$ cat src/rtl/counter_pkg.sv
// Shared types and terminal-value helper for the modulo counter channel.
// Pure declarations: no latency, no flow control.
package counter_pkg;

  typedef enum logic [1:0] {
    IDLE = 2'd0,
    RUN  = 2'd1,
    DONE = 2'd2
  } cnt_state_t;

  // Widest count supported by the terminal-value helper.
  localparam int MAX_W = 64;

  // Highest legal count for a period m; a period of 0 stands for 2^w.
  function automatic logic [MAX_W-1:0] term_value(input logic [MAX_W-1:0] m,
                                                  input int unsigned      w);
    logic [MAX_W-1:0] ones;
    ones = {MAX_W{1'b1}} >> (MAX_W - w);
    return (m == '0) ? ones : (m - 64'd1);
  endfunction

endpackage

$ cat src/rtl/mod_step.sv
// Combinational next-count / wrap calculator for one modulo step.
// Zero latency; no flow control, the caller decides whether to apply it.
module mod_step
  import counter_pkg::*;
#(
  parameter int WIDTH = 8
) (
  input  logic [WIDTH-1:0] count,
  input  logic [WIDTH-1:0] mod_r,
  input  logic             up,
  output logic [WIDTH-1:0] count_next,
  output logic             wrap_next
);

  logic [WIDTH-1:0] last;

  assign last = WIDTH'(term_value(MAX_W'(mod_r), WIDTH));

  always_comb begin
    count_next = count + WIDTH'(1);
    wrap_next  = 1'b0;
    if (up) begin
      if (count == last) begin
        count_next = '0;
        wrap_next  = 1'b1;
      end
    end else begin
      count_next = count - WIDTH'(1);
      if (count == '0) begin
        count_next = last;
        wrap_next  = 1'b1;
      end
    end
  end

endmodule

$ cat src/rtl/mod_counter_ctrl.sv
// Modulo up/down counter with start/stop FSM and lap-limited runs; all outputs registered.
// One-cycle latency from start/en/up to count; no backpressure, done is a single-cycle pulse.
module mod_counter_ctrl
  import counter_pkg::*;
#(
  parameter int WIDTH = 8,
  parameter int LAPW  = 4
) (
  input  logic             clk,
  input  logic             reset,
  input  logic             start,
  input  logic             stop,
  input  logic             en,
  input  logic             up,
  input  logic [WIDTH-1:0] modulus,
  input  logic [WIDTH-1:0] load_val,
  input  logic [LAPW-1:0]  laps,
  output logic [WIDTH-1:0] count,
  output logic             busy,
  output logic             wrap,
  output logic             done
);

  cnt_state_t       state_q, state_d;
  logic [WIDTH-1:0] count_q, count_d;
  logic [WIDTH-1:0] mod_q, mod_d;
  logic [LAPW-1:0]  lap_q, lap_d;
  logic             fin_q, fin_d;
  logic             busy_q, busy_d;
  logic             wrap_q, wrap_d;
  logic             done_q, done_d;

  logic [WIDTH-1:0] step_count;
  logic             step_wrap;

  mod_step #(
    .WIDTH(WIDTH)
  ) u_step (
    .count     (count_q),
    .mod_r     (mod_q),
    .up        (up),
    .count_next(step_count),
    .wrap_next (step_wrap)
  );

  always_comb begin
    state_d = state_q;
    count_d = count_q;
    mod_d   = mod_q;
    lap_d   = lap_q;
    fin_d   = fin_q;
    wrap_d  = 1'b0;

    case (state_q)
      IDLE: begin
        if (start) begin
          mod_d   = modulus;
          lap_d   = laps;
          fin_d   = 1'b0;
          count_d = ((modulus == '0) || (load_val < modulus)) ? load_val : '0;
          state_d = RUN;
        end
      end
      RUN: begin
        // fin_q marks the cycle showing the final wrap; the run is over, so
        // stop/en no longer matter and done follows on the next edge.
        if (fin_q) begin
          fin_d   = 1'b0;
          state_d = DONE;
        end else if (stop) begin
          state_d = IDLE;
        end else if (en) begin
          count_d = step_count;
          wrap_d  = step_wrap;
          if (step_wrap && (lap_q != '0)) begin
            lap_d = lap_q - LAPW'(1);
            if (lap_q == LAPW'(1)) begin
              fin_d = 1'b1;
            end
          end
        end
      end
      DONE: begin
        state_d = IDLE;
      end
      default: begin
        state_d = IDLE;
      end
    endcase

    done_d = (state_d == DONE);
    busy_d = (state_d != IDLE);
  end

  always_ff @(posedge clk) begin
    if (reset) begin
      state_q <= IDLE;
      count_q <= '0;
      mod_q   <= '0;
      lap_q   <= '0;
      fin_q   <= 1'b0;
      busy_q  <= 1'b0;
      wrap_q  <= 1'b0;
      done_q  <= 1'b0;
    end else begin
      state_q <= state_d;
      count_q <= count_d;
      mod_q   <= mod_d;
      lap_q   <= lap_d;
      fin_q   <= fin_d;
      busy_q  <= busy_d;
      wrap_q  <= wrap_d;
      done_q  <= done_d;
    end
  end

  assign count = count_q;
  assign busy  = busy_q;
  assign wrap  = wrap_q;
  assign done  = done_q;

endmodule

$ cat config.mk
export PLATFORM = sky130hd
export DESIGN_NAME = mod_counter_ctrl
export DESIGN_NICKNAME = d
export VERILOG_FILES = /design/src/rtl/counter_pkg.sv /design/src/rtl/mod_step.sv /design/src/rtl/mod_counter_ctrl.sv
export SDC_FILE = /design/constraint.sdc
export NUM_CORES = 1
export LEC_CHECK = 0
export BUFFER_PORTS_ARGS = -buffer_cell sky130_fd_sc_hd__clkbuf_2
export CAP_MARGIN = 10
export CORE_MARGIN = 5
export CORE_UTILIZATION = 40
export CTS_CLUSTER_DIAMETER = 50
export DETAILED_ROUTE_END_ITERATION = 10
export HOLD_SLACK_MARGIN = 0.02
export PLACE_DENSITY = 0.64
export SYNTH_ARGS = -nofsm -noshare
export SYNTH_HDL_FRONTEND = slang
export SYNTH_HIERARCHICAL = 1
export SYNTH_SLANG_ARGS = --single-unit
$ cat constraint.sdc
create_clock -name clk -period 3.1 [get_ports clk]
set_clock_uncertainty 0.05 [all_clocks]
set_input_delay 0.62 -clock clk [delete_from_list [all_inputs] [get_ports clk]]
set_output_delay 0.62 -clock clk [all_outputs]
set_load 0.02 [all_outputs]
==> results of run 1 <==
-- cells in the final DEF, fill, tap and decap left out, types with 3 or more instances in the layout --
cell,n
nand2b_1,7
inv_1,18
a211oi_1,15
a21o_1,4
ha_1,14
nor3_1,8
nor3b_1,4
a21oi_1,15
nand2_1,21
nand3_1,8
xnor2_1,9
o21a_1,4
nor2_1,28
mux2i_1,11
nor2b_1,4
dfxtp_1,26
or4_1,3
o31ai_1,3
o21bai_1,3
nand3b_1,11
o21ai_0,13
buf_4,13
clkbuf_2,36
clkbuf_8,4
xor2_1,6
-- flip-flops by register name (all words and copies together) (netlist names) --
| name | cells |
|---|---|
| busy | 1 |
| count | 8 |
| done | 1 |
| fin_q | 1 |
| lap_q | 4 |
| mod_q | 8 |
| state_q | 2 |
| wrap | 1 |
-- layer usage --
layer	track usage [%]	part of all wire [%]	vias to the layer above
met5	0	0	-
met4	4.533	0.90	0
met3	1.881	4.6	4
met2	29.32	48	47
met1	23.31	46	1111
li1	-	-	1168
-- cell usage after synthesis, types with 5 or more instances --
master    instances
a211oi_1         15
nand2b_1          7
inv_1            18
buf_2             5
nor2_1           28
o21ai_0          13
dfxtp_1          26
nor3_1            8
nand3_1           8
ha_1             14
xor2_1            6
xnor2_1           9
mux2i_1          11
clkbuf_1          7
a21oi_1          15
nand3b_1         11
nand2_1          21
-- worst max path at each step --
stage,cells past startpoint,startpoint,endpoint,slack [ns]
global route,11,mod_q[3],lap_q[3],0.03
floorplan,13,mod_q[0],lap_q[3],0.02
global placement,9,mod_q[4],lap_q[3],0.32
finish,11,mod_q[3],lap_q[3],0.20
detailed placement,9,mod_q[4],lap_q[3],0.17
CTS,9,mod_q[4],lap_q[3],0.17
-- per-stage QoR --
| step | worst slack [ns] | instance area [um2] | util [%] |
|---|---|---|---|
| finish | 0.1971 | 2728 | 46.07 |
| global placement | 0.3179 | 2650 | 44.76 |
| detailed placement | 0.1723 | 2650 | 44.76 |
| CTS | 0.1702 | 2705 | 45.69 |
| global route | 0.02870 | 2728 | 46.07 |
| floorplan | 0.01682 | 2442 | - |
-- cell families after synthesis --
| family | after synthesis | synth area share, % |
|---|---|---|
| simple gates | 114 | 26.59 |
| fa+ha+maj | 14 | 7.172 |
| buf+inv | 39 | 8.555 |
| compound gates | 85 | 26.49 |
| flops | 26 | 21.31 |
| xor+xnor | 15 | 5.379 |
| mux | 11 | 4.508 |
-- cell type report --
type                       count  share of cell area, %
timing repair buffer          49                  10.18
sequential                    26                  19.08
multi-input combinational    239                  62.80
tap                           75                  3.440
clock buffer                   4                  2.018
inverter                      18                  2.477
-- worst max-delay path, cell delays in order, from the launching register on --
cell	delay [ns]
dfxtp_1	0.58
nor4_4	0.05
buf_4	0.17
buf_4	0.13
a31o_2	0.25
a21bo_2	0.22
a222oi_1	0.39
a21o_1	0.22
o31ai_1	0.12
a21boi_4	0.26
o21ai_1	0.10
a32o_1	0.26
-- report_power, final --
part / total (mW) / switching (mW) / leakage [nW] / internal (mW)
sequential: 0.409 / 0.0504 / 0.214 / 0.358
combinational: 0.468 / 0.261 / 0.880 / 0.207
clock: 0.219 / 0.105 / 0.0288 / 0.113
-- timing repair --
item / 4_1_cts / 5_1_grt
endpoints found under the setup margin: 0 / 3
hold buffers: 0 / 0
setup buffers: 0 / 3
==> impl_metrics.env, run 1 <==
export IMPL_grt_pass1_vias=2209
export IMPL_finalSetupTns_ns=0
export IMPL_yosys_area_top_type="dfxtp_1"
export IMPL_hold_depth=1
export IMPL_gr_total_overflow=0
export IMPL_slew_limit_headroom_pct=60.11
export IMPL_fmaxAchievable_ghz=0.3445
export IMPL_p_per_area_nw_per_um2=401.7
export IMPL_yosys_register_bits=26
export IMPL_numCtsBuffers=3
export IMPL_synth_edf_count=0
export IMPL_multiInputGateArea_um2=1713
export IMPL_die_w_um=88.14
export IMPL_antenna_found_initial=0
export IMPL_yosysSeqAreaShare_pct=21.31
export IMPL_crit_path_start_kind="flip-flop"
export IMPL_io_pin_count=37
export IMPL_required_ns=3.22
export IMPL_grt_pass1_wl_um=10770
export IMPL_dp_hpwl_um=5039
export IMPL_synth_nets=344
export IMPL_synth_cell_types=70
export IMPL_fin_crit_ns=2.903
export IMPL_drv_cap=0
export IMPL_synth_warnings=6
export IMPL_dr_total_vias=2330
export IMPL_synthArstFlopShare_pct=0
export IMPL_rrSetupSlack_ns=0.20
export IMPL_antenna_left=0
export IMPL_fillers=618
export IMPL_start_util_pct=41.25
export IMPL_vias_per_cell=5.669
export IMPL_finalHoldViolCount=0
export IMPL_place_inst=404
export IMPL_end_kind="flip-flop"
export IMPL_drive_gt1_share_pct=20.83
export IMPL_worstMarginPinSlew_ns=0.5977
export IMPL_seq_area_um2=520.5
export IMPL_die_y_um=88.14
export IMPL_place_gp_congestion=0.9053
export IMPL_fp_row_count=28
export IMPL_worstPathArrival_ns=3.02
export IMPL_syn2layout_area_growth_pct=11.68
export IMPL_cp_max_fo=10
export IMPL_dr_pass1_iters=4
export IMPL_power_mw=1.096
export IMPL_hp_class="reg2reg"
export IMPL_insertion_delay_ns=0.27
export IMPL_syn_area_per_cell_um2=8.034
export IMPL_nets=377
export IMPL_grt_usage_pct=17.27
export IMPL_max_clock_path_buffers=2
export IMPL_min_delay_start="fin_q"
export IMPL_p_leak_nw=1.122
export IMPL_syn_cell_area_um2=2442
export IMPL_timing_rr_start="mod_q[3]"
export IMPL_cts_resized=0
export IMPL_synth_top_area_share_pct=21.31
export IMPL_clock_sinks=26
export IMPL_hold_end="done"
export IMPL_root_buffer="clkbuf_8"
export IMPL_worstRegToRegCells=11
export IMPL_drv_slew=0
export IMPL_setup_viol=0
export IMPL_holdWs_ns=0.4963
export IMPL_synth_top_flop_cell="dfxtp_1"
export IMPL_synth_area_leaders="dfxtp_1 (21%), ha_1 (7.2%), a211oi_1 (4.6%)"
export IMPL_clk_pin_slew_ns=0.09
export IMPL_grt_max_degree=27
export IMPL_drc=0
export IMPL_ir_drop_mv=0.2785
export IMPL_htree_levels=1
export IMPL_drtIter0Drc=160
export IMPL_worstSetupPathType="reg2reg"
export IMPL_wire_per_inst_um=15.97
export IMPL_core_area_um2=5921
export IMPL_r2r_end="lap_q[3]"
export IMPL_syn_inst=304
export IMPL_rsz0062_at_grt="false"
export IMPL_outcome="completed"
export IMPL_fin_crit_sh_pct=93.64
export IMPL_port_buffers=36
export IMPL_cts_tree="built"
export IMPL_dieArea_um2=7769
export IMPL_wl_um=6564
export IMPL_final_cells=411
export IMPL_n_antenna_cell=0
Note: power is estimated with default switching activity, not from simulation.
==> run 2, diff against run 1 <==
SYNTH_HIERARCHICAL = unset   (was 1)
==> run 2 against run 1 <==
Effect of this change:
- power increased by 11%
- synthesized area decreased by 0.87%
- count of clock-buffer cells in the layout decreased by 1
- die area decreased by 0.77%
- wire length increased by 8.7%
- via count increased by 8.2%
- sequential power increased by 2%
- sequential share of layout area increased by 0.11 points
- core utilization decreased by 0.25 points
- global-route usage increased by 1.9 points
- critical path type unchanged
- critical endpoint is now lap_q[1]
- largest cell class unchanged
- highest routed layer unchanged
==> impl_metrics.env, run 2 <==
export IMPL_outcome="completed"
export IMPL_drtIter0Drc=172
export IMPL_syn_cell_area_um2=2421
export IMPL_nets=394
export IMPL_worstPathArrival_ns=2.96
export IMPL_synth_edf_count=0
export IMPL_grt_pass1_vias=2482
export IMPL_rsz0062_at_grt="false"
export IMPL_drc=0
export IMPL_fp_row_count=28
export IMPL_clock_sinks=26
export IMPL_insertion_delay_ns=0.28
export IMPL_drv_cap=0
export IMPL_path_buf_inv=1
export IMPL_final_cell_area_um2=2713
export IMPL_syn2layout_area_growth_pct=12.04
export IMPL_worstRegToRegCells=9
export IMPL_placed_cell_area_um2=2641
export IMPL_crit_path_start_kind="flip-flop"
export IMPL_crit_slowest_cell="nor3_1"
export IMPL_yosys_area_top_type="dfxtp_1"
export IMPL_wire_per_inst_um=16.68
export IMPL_place_inst=424
export IMPL_synth_warnings=0
export IMPL_syn_area_per_cell_um2=7.404
export IMPL_vias_per_cell=5.888
export IMPL_min_delay_start="mod_q[2]"
export IMPL_port_buffers=36
export IMPL_r2r_end="lap_q[1]"
export IMPL_synth_nets=367
export IMPL_yosys_register_bits=26
export IMPL_fin_crit_ns=2.827
export IMPL_path_delay_family="simple AND/OR/NAND/NOR gates"
export IMPL_synth_top_area_share_pct=21.50
export IMPL_max_stage_delay_ns=0.52
export IMPL_ir_drop_mv=0.2436
export IMPL_cp_cell_sequence="inv_1 -> ha_1 -> nor3b_1 -> nand2_2 -> a311oi_1 -> o2111ai_1 -> nor3_1 -> o221ai_1 -> o311a_1"
export IMPL_gr_total_overflow=0
export IMPL_grt_max_degree=24
export IMPL_start_util_pct=40.89
export IMPL_place_gp_congestion=0.9189
export IMPL_multiInputGateArea_um2=1719
export IMPL_worstSetupPathType="reg2reg"
export IMPL_setup_viol=0
export IMPL_drv_slew=0
export IMPL_core_area_um2=5921
export IMPL_utilization_pct=45.82
export IMPL_final_cells=428
export IMPL_synthArstFlopShare_pct=0
export IMPL_synthTopCellsByCount="nand2_1 (36), a21oi_1 (26), dfxtp_1 (26), inv_1 (20), nor2_1 (18)"
export IMPL_max_clock_path_buffers=2
export IMPL_grt_usage_pct=19.21
export IMPL_synth_top_flop_cell="dfxtp_1"
export IMPL_drive_gt1_share_pct=19.26
export IMPL_dp_hpwl_um=5678
export IMPL_fin_crit_sh_pct=91.19
export IMPL_n_antenna_cell=0
export IMPL_hold_end="mod_q[2]"
export IMPL_dieArea_um2=7709
export IMPL_timing_rr_start="mod_q[0]"
export IMPL_synth_area_leaders="dfxtp_1 (21%), ha_1 (7.2%), nand2_1 (5.6%)"
export IMPL_finalHoldViolCount=0
export IMPL_grt_pass1_wl_um=11880
export IMPL_dr_total_vias=2520
export IMPL_p_per_area_nw_per_um2=449.7
export IMPL_cts_tree="built"
export IMPL_crit_cells=9
export IMPL_yosysSeqAreaShare_pct=21.50
export IMPL_most_common_layout_cells="nand2_1 (36), clkbuf_2 (36), a21oi_1 (26), dfxtp_1 (26), inv_1 (20)"
export IMPL_antenna_found_initial=0
export IMPL_synth_most_common_cell="nand2_1"
export IMPL_io_pin_count=37
export IMPL_dr_pass1_iters=4
export IMPL_fmaxAchievable_ghz=0.3537
export IMPL_fillers=622
export IMPL_slew_limit_headroom_pct=63.90
export IMPL_die_y_um=87.80
export IMPL_hold_depth=2
export IMPL_synth_cell_types=68
export IMPL_required_ns=3.23
export IMPL_cts_hold_buffers=0
export IMPL_post_cts_repair_setup_buffers=0
export IMPL_antenna_left=0
export IMPL_wl_um=7137
export IMPL_seq_area_um2=520.5
export IMPL_finalSetupTns_ns=0
export IMPL_cp_max_fo=9
export IMPL_p_leak_nw=1.130
export IMPL_cts_resized=0
export IMPL_numCtsBuffers=3
export IMPL_die_w_um=87.80
export IMPL_rrSetupSlack_ns=0.27
export IMPL_syn_inst=327
export IMPL_root_buffer="clkbuf_8"
export IMPL_end_kind="flip-flop"
export IMPL_worstMarginPinSlew_ns=0.5374
export IMPL_hp_class="reg2reg"
export IMPL_htree_levels=1
export IMPL_clk_pin_slew_ns=0.10
==> run 2: cell types whose count changed after synthesis, moves of 6 or more <==
cell and delta:
nand2_1 +15, a21oi_1 +11, mux2i_1 -11, clkbuf_1 +6
o211ai_1 +6, nand3b_1 -8, a211oi_1 -12, nor2_1 -10
==> run 2: worst max path at each step <==
stage / from / endpoint / slack (ns)
floorplan: mod_q[0] / fin_q / 0.52
global placement: mod_q[0] / lap_q[1] / 0.36
detailed placement: mod_q[0] / lap_q[1] / 0.30
CTS: mod_q[0] / lap_q[1] / 0.29
global route: mod_q[0] / lap_q[1] / 0.04
finish: mod_q[0] / lap_q[1] / 0.27
==> run 2: area by class of cell <==
cell class                      count  area share, %
Tap cell                           75          3.459
Timing Repair Buffer               43          8.579
Clock buffer                        3          1.522
Multi-Input combinational cell    260          63.38
Sequential cell                    26          19.19
Clock inverter                      1          1.107
Inverter                           20          2.768
==> run 2: worst min-delay path, delay by kind of cell (launching register included) <==
| family | cells | cell delay [ns] |
|---|---|---|
| compound gates | 1 | 0.06 |
| flops | 1 | 0.37 |
| simple gates | 1 | 0.08 |
==> run 2: report_power, final <==
part | leakage [nW] | internal (mW) | switching, mW
logic | 0.881 | 0.214 | 0.298
registers | 0.213 | 0.362 | 0.0567
clock network | 0.0357 | 0.173 | 0.117
==> run 2: kinds of logic after synthesis <==
group | count (synthesis) | share of synthesized area, %
simple gates | 133 | 29.72
compound gates | 101 | 29.72
buf+inv | 41 | 7.494
flops | 26 | 21.50
fa+ha+maj | 14 | 7.235
xor+xnor | 12 | 4.341
==> run 2: layer usage <==
layer	track usage (%)	share of wire, %	up-vias
li1	-	-	1250
met1	25.49	45	1162
met2	32.19	47	90
met3	3.010	6.9	18
met4	5.439	1.8	0
met5	0	0	-
==> run 2: per-stage QoR <==
step                total power, mW  hold WS (ns)  setup WS (ns)
CTS                           1.219        0.4973         0.2883
global placement             0.9257        0.4749         0.3597
finish                        1.220        0.4967         0.2731
global route                  1.296        0.5233        0.03534
floorplan                    0.7876        0.4326         0.5200
detailed placement           0.9295        0.4820         0.3045
==> run 3, diff against run 2 <==
ABC_CLOCK_PERIOD_IN_PS = 3100   (was unset)
CORE_UTILIZATION = 45   (was 40)
PLACE_DENSITY = 0.7   (was 0.64)
==> run 3 against run 2 <==
Effect of this change:
- count of clock-buffer cells in the layout stayed put
- non-clock buffer count is 1 lower
- core utilization is 6.4 points higher
- critical endpoint unchanged
==> impl_metrics.env, run 3 (same netlist as run 2, synthesis figures left out) <==
export IMPL_outcome="completed"
export IMPL_fin_crit_sh_pct=92.31
export IMPL_required_ns=3.22
export IMPL_crit_path_start_kind="flip-flop"
export IMPL_cp_max_fo=9
export IMPL_cts_hold_buffers=0
export IMPL_worstPathArrival_ns=2.98
export IMPL_dieArea_um2=6947
export IMPL_setup_viol=0
export IMPL_syn2layout_area_growth_pct=11.47
export IMPL_max_clock_path_buffers=2
export IMPL_path_delay_family="simple AND/OR/NAND/NOR gates"
export IMPL_ir_drop_mv=0.2327
export IMPL_n_antenna_cell=0
export IMPL_clock_sinks=26
export IMPL_io_pin_count=37
export IMPL_port_buffers=36
export IMPL_drv_cap=0
export IMPL_htree_levels=1
export IMPL_drive_gt1_share_pct=19.03
export IMPL_drv_slew=0
export IMPL_grt_pass1_vias=2476
export IMPL_placed_cell_area_um2=2628
export IMPL_dp_hpwl_um=5565
export IMPL_power_mw=1.219
export IMPL_clk_pin_slew_ns=0.10
export IMPL_gr_total_overflow=0
export IMPL_most_common_layout_cells="nand2_1 (36), clkbuf_2 (36), a21oi_1 (26), dfxtp_1 (26), inv_1 (20)"
export IMPL_finalHoldViolCount=0
export IMPL_cts_tree="built"
export IMPL_p_per_area_nw_per_um2=451.7
export IMPL_path_buf_inv=1
export IMPL_final_cells=422
export IMPL_grt_max_degree=24
export IMPL_slew_limit_headroom_pct=63.96
export IMPL_vias_per_cell=6.092
export IMPL_grt_pass1_wl_um=11940
export IMPL_end_kind="flip-flop"
export IMPL_fillers=519
export IMPL_drtIter0Drc=322
export IMPL_die_w_um=83.35
export IMPL_dr_total_vias=2571
export IMPL_numCtsBuffers=3
export IMPL_rsz0062_at_grt="false"
export IMPL_hp_class="reg2reg"
export IMPL_antenna_found_initial=0
export IMPL_post_cts_repair_setup_buffers=0
export IMPL_antenna_left=0
export IMPL_fin_crit_ns=2.862
export IMPL_utilization_pct=52.18
export IMPL_core_area_um2=5172
export IMPL_die_y_um=83.35
export IMPL_root_buffer="clkbuf_8"
export IMPL_worstMarginPinSlew_ns=0.5364
export IMPL_nets=393
export IMPL_start_util_pct=46.81
export IMPL_cp_cell_sequence="inv_1 -> ha_1 -> nor3b_1 -> nand2_2 -> a311oi_1 -> o2111ai_1 -> nor3_1 -> o221ai_1 -> o311a_1"
export IMPL_dr_pass1_iters=4
export IMPL_max_stage_delay_ns=0.52
export IMPL_cts_resized=0
export IMPL_grt_usage_pct=20.33
export IMPL_fmaxAchievable_ghz=0.3494
export IMPL_finalSetupTns_ns=0
export IMPL_crit_slowest_cell="nor3_1"
export IMPL_fp_row_count=26
export IMPL_final_cell_area_um2=2699
export IMPL_place_inst=418
export IMPL_p_leak_nw=1.124
export IMPL_wire_per_inst_um=16.77
export IMPL_wl_um=7078
export IMPL_worstSetupPathType="reg2reg"
export IMPL_place_gp_congestion=0.8609
export IMPL_drc=0
export IMPL_insertion_delay_ns=0.27
[run 3: changes by cell type in the layout (fill, tap and decap cells not counted)]
cell   delta
buf_4     -1
[run 3: power by group]
| group | internal [mW] | leakage [nW] | switching, mW | total, mW |
|---|---|---|---|---|
| clock network | 0.173 | 0.0357 | 0.116 | 0.289 |
| registers | 0.362 | 0.213 | 0.0582 | 0.420 |
| logic | 0.213 | 0.876 | 0.297 | 0.510 |
| total | 0.748 | 1.12 | 0.471 | 1.22 |
[run 3: worst paths after layout]
kind,slack [ns],from,endpoint,cells past startpoint
worst max-delay path,0.24,mod_q[0],lap_q[1],9
worst min-delay path,0.50,mod_q[7],mod_q[7],2
worst max register to register,0.24,mod_q[0],lap_q[1],9
worst min register to register,0.50,mod_q[7],mod_q[7],2
[run 3: area by class of cell]
| cell class | instances | area (um2) | area share, % |
|---|---|---|---|
| clock buffers | 3 | 41.29 | 1.530 |
| clock inverters | 1 | 30.03 | 1.113 |
| inverters | 20 | 75.07 | 2.782 |
| multi-input cells | 260 | 1719 | 63.70 |
| flip-flops and latches | 26 | 520.5 | 19.29 |
| well taps | 70 | 87.58 | 3.245 |
| repair buffers | 42 | 225.2 | 8.345 |
[run 3: worst min-delay path: cells and delay by family, from the launching register on]
kind            cells  cell delay (ns)
simple gates        1             0.08
compound gates      1             0.06
flops               1             0.38
[run 3: layer usage]
| metal | vias up | share of wire, % | GRT usage, % |
|---|---|---|---|
| met2 | 102 | 47 | 33.31 |
| met5 | - | 0 | 0 |
| met4 | 0 | 2.3 | 6.241 |
| met1 | 1201 | 45 | 28.18 |
| li1 | 1251 | - | - |
| met3 | 17 | 6.2 | 1.683 |
[run 3: through the flow]
stage | hold WS [ns] | setup slack (ns)
finish | 0.5026 | 0.2383
global route | 0.5217 | 0.003747
CTS | 0.4985 | 0.2795
detailed placement | 0.4834 | 0.3193
global placement | 0.4701 | 0.4445
floorplan | 0.4326 | 0.5200
